<file path="config.mk">
export PLATFORM = sky130hd
export DESIGN_NAME = wb_cell_exerciser
export DESIGN_NICKNAME = d
export VERILOG_FILES = /design/src/rtl/cell_exerciser_pkg.sv /design/src/rtl/cell_exerciser_misr.sv /design/src/rtl/wb_cell_exerciser.sv
export SDC_FILE = /design/constraint.sdc
export NUM_CORES = 1
export LEC_CHECK = 0
export CAP_MARGIN = 30
export CORE_MARGIN = 2
export CORE_UTILIZATION = 29
export DETAILED_ROUTE_END_ITERATION = 8
export MAX_ROUTING_LAYER = met4
export PLACE_DENSITY_LB_ADDON = 0.12
export SLEW_MARGIN = 20
export SYNTH_ARGS = -nofsm -noshare
export SYNTH_HDL_FRONTEND = slang
export SYNTH_SLANG_ARGS = --single-unit
</file>
<file path="constraint.sdc">
create_clock -name wb_clk_i -period 4.5 [get_ports wb_clk_i]
set_clock_uncertainty 0.15 [all_clocks]
set_input_delay 0.9 -clock wb_clk_i [delete_from_list [all_inputs] [get_ports wb_clk_i]]
set_output_delay 0.9 -clock wb_clk_i [all_outputs]
set_load 0.1 [all_outputs]
</file>
<file path="src/rtl/cell_exerciser_pkg.sv">
// Shared definitions for the Wishbone standard-cell exerciser: register map,
// FSM encoding, MISR polynomial and CTRL/STATUS bit positions.
package cell_exerciser_pkg;

    localparam logic [7:0] OFF_CTRL   = 8'h00;
    localparam logic [7:0] OFF_STATUS = 8'h04;
    localparam logic [7:0] OFF_DRIVE  = 8'h08;
    localparam logic [7:0] OFF_SAMPLE = 8'h0C;
    localparam logic [7:0] OFF_COUNT  = 8'h10;
    localparam logic [7:0] OFF_SIG    = 8'h14;
    localparam logic [7:0] OFF_PIDX   = 8'h18;

    localparam logic [31:0] MISR_POLY = 32'h0040_0007;

    localparam int CTRL_START     = 0;
    localparam int CTRL_MODE      = 1;
    localparam int CTRL_CLR       = 2;
    localparam int STAT_BUSY      = 0;
    localparam int STAT_DONE      = 1;
    localparam int STAT_STATE_LSB = 8;

    typedef enum logic [2:0] {
        ST_IDLE    = 3'd0,
        ST_DRIVE   = 3'd1,
        ST_SETTLE  = 3'd2,
        ST_CAPTURE = 3'd3,
        ST_DONE    = 3'd4
    } state_t;

    // Merge a 32-bit write into an existing value, one byte lane per select bit.
    function automatic logic [31:0] apply_sel(input logic [31:0] old_v,
                                              input logic [31:0] new_v,
                                              input logic [3:0]  sel);
        logic [31:0] r;
        r = old_v;
        for (int i = 0; i < 4; i++) begin
            if (sel[i]) r[8*i +: 8] = new_v[8*i +: 8];
        end
        return r;
    endfunction

endpackage

</file>
<file path="src/rtl/cell_exerciser_misr.sv">
// 32-bit multiple-input signature register with synchronous clear and enable.
module cell_exerciser_misr
    import cell_exerciser_pkg::*;
(
    input  logic        clk,
    input  logic        rst,
    input  logic        clr,
    input  logic        en,
    input  logic [31:0] din,
    output logic [31:0] sig
);

    always_ff @(posedge clk) begin
        if (rst || clr) begin
            sig <= '0;
        end else if (en) begin
            sig <= {sig[30:0], 1'b0} ^ (sig[31] ? MISR_POLY : 32'h0) ^ din;
        end
    end

endmodule

</file>
<file path="src/rtl/wb_cell_exerciser.sv">
// Wishbone classic responder that drives a cell-under-test input vector and
// captures its outputs; optional done interrupt under CELL_EXERCISER_IRQ_EN.
module wb_cell_exerciser #(
    parameter logic [31:0] BASE_ADDR  = 32'h3000_0000,
    parameter int          NIN        = 16,
    parameter int          NOUT       = 4,
    parameter int          SETTLE_CYC = 4
) (
    input  logic            wb_clk_i,
    input  logic            wb_rst_i,
    input  logic            wbs_stb_i,
    input  logic            wbs_cyc_i,
    input  logic            wbs_we_i,
    input  logic [3:0]      wbs_sel_i,
    input  logic [31:0]     wbs_dat_i,
    input  logic [31:0]     wbs_adr_i,
    output logic            wbs_ack_o,
    output logic [31:0]     wbs_dat_o,
    output logic [NIN-1:0]  cut_in,
    input  logic [NOUT-1:0] cut_out
`ifdef CELL_EXERCISER_IRQ_EN
    ,
    output logic            irq
`endif
);
    import cell_exerciser_pkg::*;

    state_t          state;
    logic            start_q, mode_q, done_q, run_mode;
    logic [NIN-1:0]  drive_q, run_drive;
    logic [31:0]     count_q, run_count, pidx;
    logic [NOUT-1:0] sample_q;
    logic [7:0]      settle_cnt;
    logic [31:0]     sig, rd_data;
    logic [7:0]      off;
    logic            hit, wr, busy, ctrl_wr, clr_req, done_entry;

    assign off     = wbs_adr_i[7:0];
    assign hit     = wbs_stb_i && wbs_cyc_i && !wbs_ack_o && (wbs_adr_i[31:8] == BASE_ADDR[31:8]);
    assign wr      = hit && wbs_we_i;
    assign busy    = (state != ST_IDLE) || start_q;
    assign ctrl_wr = wr && (off == OFF_CTRL) && wbs_sel_i[0] && !busy;
    assign clr_req = ctrl_wr && wbs_dat_i[CTRL_CLR];

    // A sweep with COUNT==0 skips straight to DONE; otherwise DONE follows the last capture.
    assign done_entry = (state == ST_IDLE && start_q && mode_q && count_q == 32'h0) ||
                        (state == ST_CAPTURE && (!run_mode || pidx == run_count - 32'd1));

    always_comb begin
        rd_data = '0;
        case (off)
            OFF_STATUS: begin
                rd_data[STAT_BUSY]          = busy;
                rd_data[STAT_DONE]          = done_q;
                rd_data[STAT_STATE_LSB +: 8] = 8'(state);
            end
            OFF_DRIVE:  rd_data = 32'(drive_q);
            OFF_SAMPLE: rd_data = 32'(sample_q);
            OFF_COUNT:  rd_data = count_q;
            OFF_SIG:    rd_data = sig;
            OFF_PIDX:   rd_data = pidx;
            default:    rd_data = '0;
        endcase
    end

    cell_exerciser_misr u_misr (
        .clk (wb_clk_i),
        .rst (wb_rst_i),
        .clr (clr_req),
        .en  (state == ST_CAPTURE),
        .din (32'(cut_out)),
        .sig (sig)
    );

    // Register writes land on the sampling edge so they are visible during ack;
    // START is held one cycle in start_q, which the FSM consumes from IDLE.
    always_ff @(posedge wb_clk_i) begin
        if (wb_rst_i) begin
            wbs_ack_o  <= 1'b0;
            wbs_dat_o  <= '0;
            cut_in     <= '0;
            state      <= ST_IDLE;
            start_q    <= 1'b0;
            mode_q     <= 1'b0;
            done_q     <= 1'b0;
            run_mode   <= 1'b0;
            drive_q    <= '0;
            run_drive  <= '0;
            count_q    <= '0;
            run_count  <= '0;
            pidx       <= '0;
            sample_q   <= '0;
            settle_cnt <= '0;
        end else begin
            wbs_ack_o <= hit;
            wbs_dat_o <= (hit && !wbs_we_i) ? rd_data : 32'h0;
            start_q   <= 1'b0;

            if (ctrl_wr) begin
                mode_q  <= wbs_dat_i[CTRL_MODE];
                start_q <= wbs_dat_i[CTRL_START];
                if (wbs_dat_i[CTRL_CLR]) begin
                    sample_q <= '0;
                    done_q   <= 1'b0;
                end
            end
            if (wr && off == OFF_DRIVE)
                drive_q <= NIN'(apply_sel(32'(drive_q), wbs_dat_i, wbs_sel_i));
            if (wr && off == OFF_COUNT)
                count_q <= apply_sel(count_q, wbs_dat_i, wbs_sel_i);

            case (state)
                ST_IDLE: begin
                    if (start_q) begin
                        run_mode  <= mode_q;
                        run_drive <= drive_q;
                        run_count <= count_q;
                        pidx      <= '0;
                        done_q    <= done_entry;
                        state     <= done_entry ? ST_DONE : ST_DRIVE;
                    end
                end
                ST_DRIVE: begin
                    cut_in     <= run_mode ? pidx[NIN-1:0] : run_drive;
                    settle_cnt <= 8'(SETTLE_CYC - 1);
                    state      <= ST_SETTLE;
                end
                ST_SETTLE: begin
                    if (settle_cnt == 8'd0) state <= ST_CAPTURE;
                    else                    settle_cnt <= settle_cnt - 8'd1;
                end
                ST_CAPTURE: begin
                    sample_q <= cut_out;
                    if (done_entry) begin
                        done_q <= 1'b1;
                        state  <= ST_DONE;
                    end else begin
                        pidx  <= pidx + 32'd1;
                        state <= ST_DRIVE;
                    end
                end
                ST_DONE:  state <= ST_IDLE;
                default:  state <= ST_IDLE;
            endcase
        end
    end

`ifdef CELL_EXERCISER_IRQ_EN
    always_ff @(posedge wb_clk_i) begin
        if (wb_rst_i) irq <= 1'b0;
        else          irq <= done_entry;
    end
`endif

endmodule
</file>
Word-level counts from Yosys, hierarchy flattened

Cells that the tools add are included.

Equality and inequality tests: 15
$mul: 0
Bitwise operators: 4
Reductions and logical operators: 45
Shift-type cells: 0
$add $sub $neg: 3
Order comparisons: 0
Divide/modulo/power cells: 0
Multiplexer cells: 23

Operators with widths:

| cell                                                                  | number |
|---|---|
| 32-bit two-way mux                                                    | 2 |
| 32-bit one-hot mux with 2 select lines                                | 1 |
| 16-bit one-hot mux with 3 select lines                                | 1 |
| 8-bit one-hot mux with 5 select lines                                 | 1 |
| 32-bit by 1-bit adder with 32-bit output (second input constant)      | 1 |
| 32-bit == test                                                        | 1 |
| 32-bit logical NOT                                                    | 1 |
| 32-bit by 1-bit subtractor with 32-bit output (second input constant) | 1 |
| 32-bit XOR                                                            | 1 |
| 32-bit by 4-bit XOR with 32-bit output                                | 1 |
| 6-bit one-hot mux with 5 select lines                                 | 1 |
| 24-bit by 22-bit == test with 1-bit output (second input constant)    | 1 |
| 8-bit by 5-bit == test with 1-bit output (second input constant)      | 3 |
| 23-bit two-way mux                                                    | 1 |
| 2-bit AND reduction                                                   | 10 |
| 8-bit by 4-bit == test with 1-bit output (second input constant)      | 2 |
| 8-bit logical NOT                                                     | 2 |
| 16-bit two-way mux                                                    | 1 |
| 8-bit one-hot mux with 2 select lines                                 | 1 |
| 1-bit logical AND                                                     | 15 |
| 4-bit two-way mux                                                     | 3 |
| 2-bit one-hot mux with 6 select lines                                 | 1 |
| 3-bit one-hot mux with 4 select lines                                 | 1 |
| 3-bit two-way mux                                                     | 3 |
| 16 further kinds                                                      | 34 |

ROM bits: 0
Output and inout bits: 49
Bits in latches: 0
Bits in registers: 228
Memory bits (writable): 0
Input bits: 77
Memories kept: 0

Depth between registers and ports, before layout

Word-level depth: 10
Mapped depth: 13
Gate-level depth less buffers: 11

Modules after synthesis

A second synthesis with hierarchy kept.

Cells, all modules: 1360
Area total of the unflattened synthesis: 11215.8 um^2

Modules (own cells, without submodules):

| module              | instances | area each (um^2) | cells each | seq. area each (um^2) |
|---|---|---|---|---|
| wb_cell_exerciser   | 1         | 9606.7           | 1215       | 3923.8 |
| cell_exerciser_misr | 1         | 1609.0           | 145        | 640.6 |

Worst setup path before layout

No wires, ideal clock.

Kind: register to register
From: register run_count[0]
To: register pidx[25]
Setup slack: 1239 ps
Period minus slack after synthesis: 3261 ps
Path buffers: 2
Cell stages (with the launch flop): 14
Arrival: 2985 ps
Path through: dfxtp_1 -> inv_1 -> ha_1 -> nor3b_1 -> nand4_2 -> nor4_1 -> xnor2_1 -> nand3_1 -> or4_1 -> o31ai_2 -> buf_6 -> buf_6 -> a211oi_1 -> mux2i_1

Word-level cells in the longest chain between the ends: 7

RTL lines:

| what                                          | line                     | RTL |
|---|---|---|
| start: declaration                            | wb_cell_exerciser.sv:31  | `logic [31:0] count_q, run_count, pidx;` |
| start signal: assignment                      | wb_cell_exerciser.sv:117 | `run_count <= count_q;` |
| 32-bit by 1-bit subtractor with 32-bit output | wb_cell_exerciser.sv:47  | `(state == ST_CAPTURE && (!run_mode \|\| pidx == run_count - 32'd1));` |
| 32-bit == test                                | wb_cell_exerciser.sv:47  |  |
| 1-bit logical OR                              | wb_cell_exerciser.sv:47  |  |
| 1-bit logical AND                             | wb_cell_exerciser.sv:47  |  |
| 1-bit logical OR                              | wb_cell_exerciser.sv:46  | `assign done_entry = (state == ST_IDLE && start_q && mode_q && count_q == 32'h0) \|\|` |
| 2-bit != test (no source line)                | n/a                      |  |
| 3-bit AND reduction (no source line)          | n/a                      |  |
| end signal: assignment                        | wb_cell_exerciser.sv:138 | `pidx <= pidx + 32'd1;` |
| end: declaration                              | wb_cell_exerciser.sv:31  |  |

No other way between the ends.
A chain may end at the register's enable or synchronous reset.

Final worst setup path

Ends and elaborated chain as after synthesis.

==> impl_metrics.ini <==
[run_status]
outcome = finished, final reports clean

[cells_and_area]
fill_cells = 3740
layout_common_cells = 270 x nand2_1, 228 x dfxtp_1, 166 x a21oi_1
multi_input_area_mm2 = 0.005503
fin_util_pct = 36.59
nNetsFinal = 1460
antenna_cells = 0
final_common_cell = nand2_1
regArea_mm2 = 0.004564
syn2layout_area_growth_pct = 24.04
post_route_cells_drive_above_1_share_pct = 5.786

[sta]
fmax_mhz = 254.2
slew_viol_final = 0
slew_headroom_pct = 32.26
period_share_pct = 87.42
grt_setup_unrepaired = false
fin_crit_ns = 3.934
setup_tns_ns = 0
setup_violations = 0
hold_viol = 0
tightest_slew_ns = 1.013

[logic_synthesis]
synthTopCellsByArea = dfxtp_1 43%, nand2_1 9.7%, a21oi_1 7.9%
synth.distinct_cells = 65
syn_nets = 1387
async_reset_ff_share_pct = 0
yosysTopAreaCell = dfxtp_1
synth-edff-count = 0
synthSimpleGateAreaFrac_pct = 24.02
synth-compound-area-share_pct = 18.98
synth-seq-cells = 228
synthFlopType = dfxtp_1
synthCells = 1306
synth_area_mm2 = 0.01052
yosysWarnings = 0
yosysSeqAreaShare_pct = 43.39
yosys.area_share.adder_pct = 0.4758
muxShareOfSynthArea_pct = 4.342
synth_top_family_by_area = simple AND/OR/NAND/NOR gates
synth_xor_area_share_pct = 4.330
avgSynthCellArea_um2 = 8.054
synth_top_area_share_pct = 43.39

[floorplanning]
io_pins = 126
initial_core_util_pct = 29.50
row_count = 69
die_area_mm2 = 0.03781
die_w_um = 194.5
die_h_um = 194.5
coreArea_mm2 = 0.03566

[clock_network]
cts-root-buf = clkbuf_16
cts.hold.buffers_added = 0
cts_setup_buffers = 0
clk_latency_ns = 0.55
cts_tree = done
cts.path.max_buffers = 3
cts.sinks = 228
h-tree-depth = 1
cts_resized = 0
cts_buffers = 28
clk_pin_slew_ns = 0.06

[worst_setup_path]
critPathBufInv = 2
start_kind = flop
max_stage_delay_ns = 0.59
crit_family = simple AND/OR/NAND/NOR gates
path_class = reg2reg
crit_required_ns = 4.77
critPathMaxFanout = 56
worst_setup_path_end_kind = flop
crit_path_top_delay_cell = or4_1
cp.arrival_ns = 4.20
crit_chain = inv_1 > ha_1 > nor3b_1 > nand4_2 > nor4_1 > xnor2_1 > nand3_1 > or4_1 > o31ai_4 > buf_4 > a211oi_1 > mux2i_1

[grt]
antenna_found_initial = 0
first_global_vias = 9520
grtUsageTotal_pct = 19.68
grt-ovfl-total = 0
grt_max_degree = 92
grt_pass1_wl_um = 57210

[drt]
dr.pass1.iters = 7
first_iter_violations = 766
detail_route.vias_per_cell = 5.280
drt-total-wl_um = 36900
remaining_drc_errors = 0
wl_per_cell_um = 19.83
vias = 9826
ant_nets = 0

[placement]
post-dp-hpwl_um = 26430
port_buffers = 125
place_congestion = 0.8324

[run]
drv_cap = 0

[power_and_ir_drop]
p_leak_nw = 4.278
vdd_drop_max_mv = 0.2779
cellPowerDensity_mw_per_mm2 = 369.1

[hold_path]
min_path_type = reg2reg
[cell families (layout without fill, tap and decap cells)]
logic type	Yosys count	after routing
flops	228	228
mux	45	45
compound gates	312	312
buf+inv	113	207
simple gates	552	552
xor+xnor	52	52
fa+ha+maj	4	4
[registers in the layout (all words and copies together), names as in the netlist]
name        cells
count_q        32
cut_in         16
done_q          1
drive_q        16
mode_q          1
pidx           32
run_count      32
run_drive      16
run_mode        1
sample_q        4
settle_cnt      8
start_q         1
state           3
u_misr.sig     32
wbs_ack_o       1
wbs_dat_o      32
[report_power, final]
group          internal [mW]  switching (mW)
combinational          0.155           0.294
clock                   1.40           0.875
sequential              2.06          0.0334
[worst register-to-register path, stage by stage (launching register included)]
cell and delay (ns):
dfxtp_1 0.38, inv_1 0.09, ha_1 0.21, nor3b_1 0.45, nand4_2 0.24, nor4_1 0.37
xnor2_1 0.16, nand3_1 0.08, or4_1 0.59, o31ai_4 0.24, buf_4 0.50, a211oi_1 0.21
mux2i_1 0.14
[synthesized netlist by cell type (4+ instances only)]
| cell type | count |
|---|---|
| ha_1 | 4 |
| o21ai_1 | 8 |
| o2111ai_1 | 9 |
| inv_1 | 11 |
| xnor2_1 | 29 |
| xor2_1 | 23 |
| a222oi_1 | 9 |
| nor2_1 | 90 |
| nand2b_1 | 5 |
| o21ai_0 | 12 |
| nor3_1 | 23 |
| buf_1 | 12 |
| buf_6 | 4 |
| and2_1 | 8 |
| nand3_1 | 60 |
| and4_1 | 4 |
| a21oi_1 | 166 |
| a22oi_1 | 35 |
| clkbuf_1 | 78 |
| nand4_1 | 17 |
| nand2_1 | 271 |
| or4_1 | 4 |
| a211oi_1 | 23 |
| and3_1 | 9 |
| or3_1 | 16 |
| a31oi_1 | 5 |
| dfxtp_1 | 228 |
| nor4_1 | 26 |
| a2111o_1 | 16 |
| buf_2 | 6 |
| mux2i_1 | 43 |
| o31ai_1 | 4 |
[path summary, 6_finish.rpt]
check                     start            end  slack (ns)  cells past startpoint
setup reg to reg   run_count[0]       pidx[25]        0.57                     12
hold / removal    run_drive[13]  run_drive[13]        0.30                      2
hold reg to reg   run_drive[13]  run_drive[13]        0.30                      2
setup / recovery   run_count[0]       pidx[25]        0.57                     12
[layer usage]
| layer | GRT usage [%] | vias to the layer above | wire length, µm |
|---|---|---|---|
| li1 | - | 4795 | - |
| met5 | - | - | 0 |
| met4 | 4.672 | 0 | 769 |
| met1 | 29.03 | 4693 | 18550 |
| met2 | 28.46 | 291 | 15550 |
| met3 | 2.273 | 47 | 2034 |
[final cells by class]
class / instances / share of cell area, %
multi-input combinational: 965 / 42.17
inverter: 11 / 0.3165
timing repair buffer: 145 / 10.91
sequential: 228 / 34.98
tap: 461 / 4.421
clock inverter: 8 / 0.6904
clock buffer: 43 / 6.502
[metrics by stage]
step	setup slack, ns	std cells	area (µm²)	hold slack, ns	power [mW]
floorplan	1.239	1306	10520	0.2857	2.418
global placement	0.7083	1809	12090	0.2921	2.583
detailed placement	0.5130	1809	12090	0.2977	2.586
CTS	0.4922	1860	13030	0.3057	4.875
global route	0.2024	1861	13050	0.3214	4.984
finish	0.5662	1861	13050	0.3042	4.816
Note: power is estimated with default switching activity, not from simulation.
